File: config.mk
export PLATFORM = sky130hd
export DESIGN_NAME = ipr_obi_mux_flat
export DESIGN_NICKNAME = d
export VERILOG_FILES = /design/src/rtl/ipr_obi_mux_pkg.sv /design/src/rtl/ipr_obi_mux_if.sv /design/src/rtl/ipr_obi_mux_id_fifo.sv /design/src/rtl/ipr_obi_mux.sv /design/src/flat_wrapper.sv
export SDC_FILE = /design/constraint.sdc
export NUM_CORES = 1
export LEC_CHECK = 0
export BUFFER_PORTS_ARGS = -buffer_cell sky130_fd_sc_hd__buf_2
export CAP_MARGIN = 20
export CORE_AREA = 2 2 205 207
export CTS_BUF_LIST = sky130_fd_sc_hd__clkbuf_8 sky130_fd_sc_hd__clkbuf_16
export DETAILED_ROUTE_END_ITERATION = 6
export DIE_AREA = 0 0 207 209
export HOLD_SLACK_MARGIN = 0.02
export PLACE_DENSITY_LB_ADDON = 0.3
export SETUP_SLACK_MARGIN = 0.15
export SLEW_MARGIN = 0
export SYNTH_ARGS = -nofsm -noshare
export SYNTH_HDL_FRONTEND = slang
export SYNTH_SLANG_ARGS = --single-unit
File: constraint.sdc
create_clock -name clk -period 5.4 [get_ports clk]
set_input_delay 0.27 -clock clk [delete_from_list [all_inputs] [get_ports clk]]
set_output_delay 0.27 -clock clk [all_outputs]
set_load 0.01 [all_outputs]
File: src/rtl/ipr_obi_mux_pkg.sv
// Shared definitions for the OBI request multiplexer: default widths,
// perf counter width and the round-robin winner picker.
package ipr_obi_pkg;

  localparam int DEF_ADDR_W = 32;
  localparam int DEF_DATA_W = 32;
  localparam int PERF_CNT_W = 16;
  localparam int MAX_CH     = 32;

  // First requester at or after ptr, wrapping at n; returns ptr when nobody requests.
  function automatic int unsigned rr_pick(input logic [MAX_CH-1:0] req,
                                          input int unsigned       ptr,
                                          input int unsigned       n);
    int unsigned idx;
    logic        found;
    rr_pick = ptr;
    found   = 1'b0;
    for (int unsigned k = 0; k < MAX_CH; k++) begin
      idx = ptr + k;
      if (idx >= n) idx = idx - n;
      if (!found && (k < n) && req[idx[4:0]]) begin
        rr_pick = idx;
        found   = 1'b1;
      end
    end
  endfunction

endpackage

File: src/rtl/ipr_obi_mux_if.sv
// Bus bundle between NUM_CH masters, the multiplexer and the shared slave port.
// The mux uses the slave modport; the surrounding system uses the master modport.
interface ipr_obi_mux_if #(
  parameter int NUM_CH = 4,
  parameter int ADDR_W = 32,
  parameter int DATA_W = 32
);
  logic [NUM_CH-1:0]          ch_req;
  logic [NUM_CH*ADDR_W-1:0]   ch_addr;
  logic [NUM_CH-1:0]          ch_we;
  logic [NUM_CH*DATA_W/8-1:0] ch_be;
  logic [NUM_CH*DATA_W-1:0]   ch_wdata;
  logic [NUM_CH-1:0]          ch_gnt;
  logic [NUM_CH-1:0]          ch_rvalid;
  logic [NUM_CH*DATA_W-1:0]   ch_rdata;

  logic                       s_req;
  logic [ADDR_W-1:0]          s_addr;
  logic                       s_we;
  logic [DATA_W/8-1:0]        s_be;
  logic [DATA_W-1:0]          s_wdata;
  logic                       s_gnt;
  logic                       s_rvalid;
  logic [DATA_W-1:0]          s_rdata;

  modport slave (
    input  ch_req, ch_addr, ch_we, ch_be, ch_wdata, s_gnt, s_rvalid, s_rdata,
    output ch_gnt, ch_rvalid, ch_rdata, s_req, s_addr, s_we, s_be, s_wdata
  );

  modport master (
    output ch_req, ch_addr, ch_we, ch_be, ch_wdata, s_gnt, s_rvalid, s_rdata,
    input  ch_gnt, ch_rvalid, ch_rdata, s_req, s_addr, s_we, s_be, s_wdata
  );
endinterface

File: src/rtl/ipr_obi_mux_id_fifo.sv
// Outstanding-ID FIFO: remembers which channel owns each granted transaction
// so responses are routed back in order.
module ipr_id_fifo #(
  parameter int WIDTH = 2,
  parameter int DEPTH = 4
) (
  input  logic             clk,
  input  logic             rst_n,
  input  logic             i_push,
  input  logic [WIDTH-1:0] i_data,
  input  logic             i_pop,
  output logic             o_full,
  output logic             o_empty,
  output logic [WIDTH-1:0] o_head
);
  localparam int PTR_W = (DEPTH > 1) ? $clog2(DEPTH) : 1;
  localparam int CNT_W = $clog2(DEPTH + 1);

  logic [WIDTH-1:0] r_mem [DEPTH];
  logic [PTR_W-1:0] r_wr, r_rd;
  logic [CNT_W-1:0] r_cnt;
  logic             w_push, w_pop;

  assign o_full  = (r_cnt == CNT_W'(DEPTH));
  assign o_empty = (r_cnt == '0);
  assign o_head  = r_mem[r_rd];
  assign w_push  = i_push & ~o_full;
  assign w_pop   = i_pop & ~o_empty;

  always_ff @(posedge clk or negedge rst_n) begin
    if (!rst_n) begin
      r_wr  <= '0;
      r_rd  <= '0;
      r_cnt <= '0;
    end else begin
      if (w_push) r_wr <= (r_wr == PTR_W'(DEPTH - 1)) ? '0 : r_wr + 1'b1;
      if (w_pop)  r_rd <= (r_rd == PTR_W'(DEPTH - 1)) ? '0 : r_rd + 1'b1;
      case ({w_push, w_pop})
        2'b10:   r_cnt <= r_cnt + 1'b1;
        2'b01:   r_cnt <= r_cnt - 1'b1;
        default: r_cnt <= r_cnt;
      endcase
    end
  end

  // Storage carries data only, so it is left out of reset.
  always_ff @(posedge clk) begin
    if (w_push) r_mem[r_wr] <= i_data;
  end

endmodule

File: src/rtl/ipr_obi_mux.sv
// N-channel round-robin OBI request multiplexer with in-order response routing.
// Optional handshake/stall counters when IPR_OBI_MUX_PERF_EN is defined.
module ipr_obi_mux
  import ipr_obi_pkg::*;
#(
  parameter int NUM_CH    = 4,
  parameter int ADDR_W    = DEF_ADDR_W,
  parameter int DATA_W    = DEF_DATA_W,
  parameter int MAX_OUTST = 4
) (
  input  logic                         clk,
  input  logic                         rst_n,
  ipr_obi_mux_if.slave                 bus,
  output logic                         err_o
`ifdef IPR_OBI_MUX_PERF_EN
  ,
  output logic [NUM_CH*PERF_CNT_W-1:0] perf_gnt_cnt,
  output logic [PERF_CNT_W-1:0]        perf_stall_cnt
`endif
);
  localparam int IDX_W = (NUM_CH > 1) ? $clog2(NUM_CH) : 1;
  localparam int BE_W  = DATA_W / 8;

  logic [IDX_W-1:0]  r_rr_ptr, r_hold_idx, w_pick, w_winner, w_head;
  logic              r_hold, r_err;
  logic              w_full, w_empty, w_hs, w_pop;
  logic [NUM_CH-1:0] w_gnt, w_rvalid;
  logic [MAX_CH-1:0] w_req_ext;

  assign w_req_ext = MAX_CH'(bus.ch_req);
  assign w_pick    = IDX_W'(rr_pick(w_req_ext, 32'(r_rr_ptr), NUM_CH));
  // A stalled request keeps its channel until the slave accepts it.
  assign w_winner  = r_hold ? r_hold_idx : w_pick;

  assign bus.s_req    = (|bus.ch_req) & ~w_full;
  assign w_hs         = bus.s_req & bus.s_gnt;
  assign w_pop        = bus.s_rvalid & ~w_empty;
  assign bus.ch_rdata = {NUM_CH{bus.s_rdata}};
  assign bus.ch_gnt   = w_gnt;
  assign bus.ch_rvalid = w_rvalid;
  assign err_o        = r_err;

  always_comb begin
    bus.s_addr  = '0;
    bus.s_we    = 1'b0;
    bus.s_be    = '0;
    bus.s_wdata = '0;
    w_gnt       = '0;
    w_rvalid    = '0;
    for (int c = 0; c < NUM_CH; c++) begin
      if (w_winner == IDX_W'(c)) begin
        bus.s_addr  = bus.ch_addr[c*ADDR_W +: ADDR_W];
        bus.s_we    = bus.ch_we[c];
        bus.s_be    = bus.ch_be[c*BE_W +: BE_W];
        bus.s_wdata = bus.ch_wdata[c*DATA_W +: DATA_W];
        w_gnt[c]    = w_hs;
      end
      w_rvalid[c] = w_pop && (w_head == IDX_W'(c));
    end
  end

  always_ff @(posedge clk or negedge rst_n) begin
    if (!rst_n) begin
      r_rr_ptr   <= '0;
      r_hold     <= 1'b0;
      r_hold_idx <= '0;
      r_err      <= 1'b0;
    end else begin
      if (w_hs) begin
        r_rr_ptr <= (w_winner == IDX_W'(NUM_CH - 1)) ? '0 : w_winner + 1'b1;
        r_hold   <= 1'b0;
      end else if (bus.s_req) begin
        r_hold     <= 1'b1;
        r_hold_idx <= w_winner;
      end
      if (bus.s_rvalid && w_empty) r_err <= 1'b1;
    end
  end

  ipr_id_fifo #(
    .WIDTH (IDX_W),
    .DEPTH (MAX_OUTST)
  ) u_id_fifo (
    .clk     (clk),
    .rst_n   (rst_n),
    .i_push  (w_hs),
    .i_data  (w_winner),
    .i_pop   (w_pop),
    .o_full  (w_full),
    .o_empty (w_empty),
    .o_head  (w_head)
  );

`ifdef IPR_OBI_MUX_PERF_EN
  logic [PERF_CNT_W-1:0] r_gnt_cnt [NUM_CH];
  logic [PERF_CNT_W-1:0] r_stall_cnt;

  always_ff @(posedge clk or negedge rst_n) begin
    if (!rst_n) begin
      for (int c = 0; c < NUM_CH; c++) r_gnt_cnt[c] <= '0;
      r_stall_cnt <= '0;
    end else begin
      for (int c = 0; c < NUM_CH; c++)
        if (w_gnt[c] && (r_gnt_cnt[c] != '1)) r_gnt_cnt[c] <= r_gnt_cnt[c] + 1'b1;
      if ((|bus.ch_req) && !w_hs && (r_stall_cnt != '1)) r_stall_cnt <= r_stall_cnt + 1'b1;
    end
  end

  always_comb begin
    for (int c = 0; c < NUM_CH; c++) perf_gnt_cnt[c*PERF_CNT_W +: PERF_CNT_W] = r_gnt_cnt[c];
  end
  assign perf_stall_cnt = r_stall_cnt;
`endif

endmodule
File: src/flat_wrapper.sv
// flat-port wrapper written by rule: the top's interface ports become plain ports
module ipr_obi_mux_flat import ipr_obi_pkg::*;
#(
  parameter int NUM_CH    = 4,
  parameter int ADDR_W    = DEF_ADDR_W,
  parameter int DATA_W    = DEF_DATA_W,
  parameter int MAX_OUTST = 4
)
  (clk, rst_n, err_o, bus_ch_req, bus_ch_addr, bus_ch_we, bus_ch_be, bus_ch_wdata, bus_s_gnt, bus_s_rvalid, bus_s_rdata, bus_ch_gnt, bus_ch_rvalid, bus_ch_rdata, bus_s_req, bus_s_addr, bus_s_we, bus_s_be, bus_s_wdata);
  ipr_obi_mux_if #(.NUM_CH(NUM_CH), .ADDR_W(ADDR_W), .DATA_W(DATA_W)) bus_i ();
  input  logic clk;
  input  logic rst_n;
  output logic err_o;
  input wire logic [$bits(bus_i.ch_req)-1:0] bus_ch_req;
  input wire logic [$bits(bus_i.ch_addr)-1:0] bus_ch_addr;
  input wire logic [$bits(bus_i.ch_we)-1:0] bus_ch_we;
  input wire logic [$bits(bus_i.ch_be)-1:0] bus_ch_be;
  input wire logic [$bits(bus_i.ch_wdata)-1:0] bus_ch_wdata;
  input wire logic [$bits(bus_i.s_gnt)-1:0] bus_s_gnt;
  input wire logic [$bits(bus_i.s_rvalid)-1:0] bus_s_rvalid;
  input wire logic [$bits(bus_i.s_rdata)-1:0] bus_s_rdata;
  output wire logic [$bits(bus_i.ch_gnt)-1:0] bus_ch_gnt;
  output wire logic [$bits(bus_i.ch_rvalid)-1:0] bus_ch_rvalid;
  output wire logic [$bits(bus_i.ch_rdata)-1:0] bus_ch_rdata;
  output wire logic [$bits(bus_i.s_req)-1:0] bus_s_req;
  output wire logic [$bits(bus_i.s_addr)-1:0] bus_s_addr;
  output wire logic [$bits(bus_i.s_we)-1:0] bus_s_we;
  output wire logic [$bits(bus_i.s_be)-1:0] bus_s_be;
  output wire logic [$bits(bus_i.s_wdata)-1:0] bus_s_wdata;
  assign bus_i.ch_req = bus_ch_req;
  assign bus_i.ch_addr = bus_ch_addr;
  assign bus_i.ch_we = bus_ch_we;
  assign bus_i.ch_be = bus_ch_be;
  assign bus_i.ch_wdata = bus_ch_wdata;
  assign bus_i.s_gnt = bus_s_gnt;
  assign bus_i.s_rvalid = bus_s_rvalid;
  assign bus_i.s_rdata = bus_s_rdata;
  assign bus_ch_gnt = bus_i.ch_gnt;
  assign bus_ch_rvalid = bus_i.ch_rvalid;
  assign bus_ch_rdata = bus_i.ch_rdata;
  assign bus_s_req = bus_i.s_req;
  assign bus_s_addr = bus_i.s_addr;
  assign bus_s_we = bus_i.s_we;
  assign bus_s_be = bus_i.s_be;
  assign bus_s_wdata = bus_i.s_wdata;
  ipr_obi_mux #(.NUM_CH(NUM_CH), .ADDR_W(ADDR_W), .DATA_W(DATA_W), .MAX_OUTST(MAX_OUTST)) u_core (.clk(clk), .rst_n(rst_n), .bus(bus_i), .err_o(err_o));
endmodule
; ---- Word level (Yosys, flattened, before mapping)
; Memories as Yosys holds them, arrays and structs flattened.
; Cells that the tools add are included.
; W data, S select, Z words.
[totals]
latchBits = 0
register_bits = 13
word_cells = 113
n_memories = 1
ram_bits = 8
mem_bits_ro = 0
out_inout_bits = 207
[mem_list]
columns = memory, words, width, read_ports, rd_clocked_by_memory_dff, write_ports, line_no
row1 = u_core.u_id_fifo.r_mem, 4, 2, 1, 0, 1, ipr_obi_mux_id_fifo.sv:19  ; logic [WIDTH-1:0] r_mem [DEPTH];
[classes]
eq_ne = 11
bitwise = 8
mul = 0
muxes = 48
div = 0
magnitude_cmp = 8
n_shift = 0
addsub = 12
n_reduce_logical = 18
[ops]
columns = cell, count
row1 = $mux W32, 8
row2 = $ge A32 B3 Y1 const B, 3
row3 = $lt A5 B6 Y1 const B, 4
row4 = $bmux W1 S5, 4
row5 = $mux W5, 4
row6 = $mux W1, 19
row7 = $mux W2, 8
row8 = $mux W4, 4
row9 = $eq A2 B2 Y1 const B, 7
row10 = $sub A3 B3 Y4 const B, 3
row11 = $logic_and A1 B1 Y1, 8
row12 = $add A2 B1 Y2 const B, 3
row13 = $add A2 B2 Y3 const B, 2
row14 = $eq A2 B1 Y1 const B, 3
row15 = $pmux W3 S2, 1
row16 = $and A1 B1 Y1, 5
row17 = $logic_not A2 Y1, 2
row18 = $reduce_bool A2 Y1, 2
row19 = $reduce_or A4 Y1, 1
row20 = $sub A2 B3 Y4 const B, 1
row21 = $add A2 B1 Y3 const B, 1
row22 = $add A3 B1 Y3 const B, 1
row23 = $eq A3 B3 Y1 const B, 1
row24 = $ge A2 B3 Y1 const B, 1
row25 = other kinds (5), 9

; ---- Depth between registers and ports, before layout
[depth]
depth_word = 20
ltp_mapped = 17
mapped_depth_nobuf = 13

; ---- Cells and area by module
; A second synthesis with hierarchy kept.
[unflattened]
hier_cells = 649
hier_area_um2 = 4354.2
[by_module_without_submodules]
columns = module, cells_per_inst, area_per_inst_um2, n_inst
row1 = ipr_obi_mux, 599, 3582.2, 1
row2 = ipr_id_fifo, 50, 772.0, 1

; ---- Least setup slack after synthesis
; Ideal clock, no wire load.
[synth_path]
path_type = reg-to-output
startpoint = register u_core.r_rr_ptr[0]
endpoint = output bus_s_wdata[15]
arrival_time_ns = 3.338
setup_slack_ns = 1.792
stages_incl_launch_ff = 18
n_path_buf = 5
path_cell_list = dfrtp_1 -> buf_6 -> inv_1 -> ha_1 -> inv_1 -> or3_1 -> buf_6 -> and2_4 -> a31o_1 -> o21ai_1 -> ha_1 -> buf_2 -> clkbuf_1 -> clkbuf_1 -> nand2_1 -> a21oi_1 -> a21oi_1 -> o21ai_0
[synth_between]
elab_chain_len = 20
elab_cells_between_ends = 45
classes_between = add/sub: 7 / order compare: 4 / eq/ne: 3 / mux: 24 / reduce/logical: 7
[synth_lines]
columns = item, line_no
row1 = start: declaration, ipr_obi_mux.sv:24  ; logic [IDX_W-1:0] r_rr_ptr, r_hold_idx, w_pick, w_winner, w_head;
row2 = start signal: assignment, ipr_obi_mux.sv:70  ; r_rr_ptr <= (w_winner == IDX_W'(NUM_CH - 1)) ? '0 : w_winner + 1'b1;
row3 = branches (longest 13 deep; another with $ge A32 B3 Y1), --
row4 = $mux W2 (*), ipr_obi_mux_pkg.sv:21  ; if (!found && (k < n) && req[idx[4:0]]) begin
row5 = $mux W2 (*), ipr_obi_mux.sv:33  ; assign w_winner = r_hold ? r_hold_idx : w_pick;
row6 = $logic_not A2 Y1, ipr_obi_mux.sv:51  ; if (w_winner == IDX_W'(c)) begin
row7 = $mux W32 (3 in series), ipr_obi_mux.sv:51
row8 = $mux W32 (*), ipr_obi_mux.sv:51
row9 = end: declaration, flat_wrapper.sv:29  ; output wire logic [$bits(bus_i.s_wdata)-1:0] bus_s_wdata;
; Mark *: on every way between the ends. The select of a mux whose other input is x is not followed.

; ---- Final worst setup path
[layout_path]
startpoint = register u_core.r_rr_ptr[0]
endpoint = output bus_s_wdata[0]
; The elaborated chain is that of the path after synthesis.

==> flow_metrics.py <==
metrics = {
    "floorplan": {
        "die_h_um": 209,
        "start_util_pct": 11.4,
        "row_count": 75,
        "fp.dieArea_um2": 43300,
        "core-area_um2": 41300,
        "fp.dieW_um": 207,
        "ios": 523,
    },
    "synth": {
        "ys_ff_latch": 21,
        "synth.area.mux_share_pct": 3.45,
        "synth_ff_type": "dfrtp_1",
        "synth_top_family_by_area": "simple AND/OR/NAND/NOR gates",
        "synth_compound_area_share_pct": 26.7,
        "ys_types": 48,
        "synth_simple_gate_area_share_pct": 27.0,
        "synth_edf_count": 8,
        "syn-instance-count": 735,
        "synthArstFlopShare_pct": 61.9,
        "synth_nets": 1066,
        "synth_xor_area_share_pct": 0.558,
        "seq_area_frac_synth_pct": 12.0,
        "synthAdderAreaFrac_pct": 4.14,
        "synth_area_um2": 4710,
        "yosys_warnings": 0,
        "syn_avg_cell_area_um2": 6.41,
    },
    "sta": {
        "drv_slew": 0,
        "min_period_ns": 4.81,
        "finalHoldViolCount": 0,
        "period_share_pct": 89.2,
        "relSlewSlack_pct": 42.3,
        "clock_skew_ns": 0.00633,
        "max_freq_ghz": 0.208,
        "grt_setup_unrepaired": "false",
        "finalSetupTns_ns": 0,
        "setup_viol": 0,
        "worst_slew_pin_slew_ns": 0.844,
    },
    "clocking": {
        "cts_resized": 0,
        "clk_pin_slew_ns": 0.06,
        "cts_tree": "yes",
        "insertion_delay_ns": 0.26,
        "cts.sinks": 21,
        "h-tree-depth": 1,
        "numCtsBuffers": 3,
        "cts-root-buf": "clkbuf_16",
        "clockBufferDepth": 2,
    },
    "hold_path": {
        "hold_path.startpoint": "bus_s_rvalid",
        "min_to": "u_core.err_o",
        "hold_depth": 2,
        "hp-class": "primary input to flop",
    },
    "final_layout": {
        "nets": 1263,
        "final-seq-area_um2": 566,
        "drive_gt1_share_pct": 42.3,
        "fin_area_um2": 6320,
        "area_growth_pct": 34.1,
        "multiInputGateArea_um2": 2970,
        "nFillCells": 4890,
    },
    "grt": {
        "grt_overflow_total": 0,
        "antenna_found_initial": 6,
        "grt_pass1_vias": 5568,
        "grt_pass1_wl_um": 34000,
        "grt_usage_pct": 10.2,
        "grt_max_degree": 84,
    },
    "drt": {
        "drtIter0Drc": 228,
        "route.detailed.drc": 0,
        "via_count": 5691,
        "final_antenna_net_count": 0,
        "wl_per_cell_um": 16.6,
        "vias_per_cell": 3.87,
        "drt-pass1-iter-count": 5,
        "wirelength_um": 24400,
    },
    "worst_setup_path": {
        "crit_arrival_ns": 4.54,
        "r2r_cells": 9,
        "crit_path_start_kind": "flop",
        "worstPathRequired_ns": 5.13,
        "crit_type": "flop to primary output",
        "worstReg2RegStart": "u_core.r_rr_ptr[0]",
        "endpoint_kind": "primary output",
        "worst-path-max-fanout": 33,
        "rr_endpoint": "u_core.r_rr_ptr[1]",
        "r2r_slack_ns": 2.18,
    },
    "run": {
        "cap_violations": 0,
    },
    "pwr": {
        "intPower_mw": 2.10,
        "ir_worst_vdd_uv": 286,
        "p_leak_nw": 2.81,
        "sw_frac_of_total_pct": 59.5,
        "clkPwrFrac_pct": 3.2,
        "finalPower_mw": 5.19,
        "power.density_nw_per_um2": 822,
        "pwr-share-seq_pct": 6.3,
        "pwr-share-comb_pct": 90.5,
        "net-switching-power_mw": 3.09,
    },
    "status": {
        "status": "finished, final reports clean",
    },
    "placed_design": {
        "place.gp.congestion": 0.797,
        "dp.final_hpwl_um": 20100,
        "portBuffers": 362,
        "placed_area_um2": 6200,
    },
}
[cell families after synthesis]
group	after synthesis
multiplexers	12
buffers and inverters	194
flip-flops	21
AO/OA/AOI/OAI	235
XOR/XNOR	3
adder cells (fa/ha/maj)	15
AND/OR/NAND/NOR	255
[routing by layer]
| metal | GRT usage [%] | vias to the layer above | wire [µm] |
|---|---|---|---|
| met5 | 0 | - | 0 |
| met4 | 2.96 | 0 | 734 |
| met3 | 1.98 | 62 | 1570 |
| met2 | 17.3 | 290 | 11600 |
| met1 | 13.0 | 2544 | 10400 |
| li1 | - | 2795 | - |
[critical path, stage by stage (launching register included)]
cell	delay [ns]
dfrtp_1	0.67
inv_1	0.15
ha_1	0.38
inv_1	0.09
or3_1	0.51
and2_4	0.21
a31o_1	0.21
o21ai_1	0.30
ha_4	0.52
buf_4	0.31
nand3b_1	0.09
a21oi_1	0.17
a21oi_1	0.06
o21ai_0	0.36
buf_2	0.21
[flip-flops by register name (all words and copies together) (netlist names)]
name / count
u_core.r_hold: 1
u_core.u_id_fifo.r_rd: 2
u_core.r_hold_idx: 2
u_core.u_id_fifo.r_wr: 2
u_core.u_id_fifo.r_mem: 8
u_core.u_id_fifo.r_cnt: 3
u_core.r_rr_ptr: 2
u_core.err_o: 1
[repair_timing]
action                                  4_1_cts  5_1_grt
endpoints found under the hold margin        13        0
hold buffers                                  1        0
buffers inserted                              0        1
endpoints found under the setup margin        0        1
[how the worst max path moves through the flow]
stage,depth (start not counted),endpoint,start
global placement,14,bus_s_wdata[0],u_core.r_rr_ptr[0]
CTS,14,bus_s_wdata[5],u_core.r_rr_ptr[0]
floorplan,17,bus_s_wdata[15],u_core.r_rr_ptr[0]
detailed placement,14,bus_s_wdata[5],u_core.r_rr_ptr[0]
finish,14,bus_s_wdata[0],u_core.r_rr_ptr[0]
global route,14,bus_s_wdata[5],u_core.r_rr_ptr[0]
[per-stage QoR]
| stage | setup WS (ns) | utilization [%] | cells | hold slack (ns) |
|---|---|---|---|---|
| after detailed placement | 0.763 | 15.0 | 1464 | 0.199 |
| after global routing | 0.259 | 15.3 | 1472 | 0.237 |
| after CTS | 0.475 | 15.2 | 1469 | 0.229 |
| final | 0.585 | 15.3 | 1472 | 0.233 |
| after global placement | 0.857 | 15.0 | 1464 | 0.187 |
| after floorplan | 1.79 | - | 735 | -0.0256 |
[Yosys cell counts, types with 2 or more instances]
cell type	count	area [µm²]
o21a_1	2	15.0
nand3b_1	65	488
a2111oi_0	2	17.5
ha_1	14	175
dfrtp_1	13	325
a21oi_1	138	691
nand2b_1	2	12.5
o21ai_0	71	355
buf_1	5	18.8
nor2_1	14	52.6
edfxtp_1	8	240
or3_1	2	12.5
nor2b_1	2	12.5
inv_1	9	33.8
a31oi_1	2	12.5
and3_1	10	62.6
mux2i_1	5	50.1
a21o_1	3	22.5
o211ai_1	2	15.0
nand2_1	146	548
mux4_2	3	67.6
a211oi_1	2	15.0
buf_6	2	22.5
nand3_1	4	20.0
nor3_1	4	20.0
xor2_1	2	17.5
clkbuf_1	48	180
a22oi_1	4	30.0
and4_1	2	17.5
mux2_2	3	33.8
buf_4	129	968
[layout make-up]
class,instances,share of cell area (%)
multi-input cells,520,47.0
repair buffers,377,31.5
well taps,539,10.7
flip-flops and latches,21,8.95
clock buffers,3,1.19
inverters,9,0.535
diodes,2,0.0792
clock inverters,1,0.119
[power groups by stage]
stage	Clock (mW)	Combinational [mW]	Sequential [mW]
3_3_place_gp	0	4.78	0.327
4_1_cts	0.169	4.81	0.328
2_1_floorplan	0	2.89	0.300
6_report	0.164	4.70	0.327
5_1_grt	0.177	5.26	0.341
3_5_place_dp	0	4.80	0.330
[placed cells by master, fill, tap and decap left out, drive strengths merged, types with 3 or more instances in the layout]
master,synthesis,layout
buf,137,376
dfrtp,13,13
nand3b,65,65
clkbuf,48,3
o21ai,72,72
edfxtp,8,8
and3,10,10
a22oi,4,4
inv,9,9
mux2,4,4
nand2,146,146
a21oi,138,138
mux4,3,3
nor2,14,14
a21o,3,3
ha,14,14
mux2i,5,5
nor3,4,4
nand3,4,4
(Power assumes the default switching activity.)
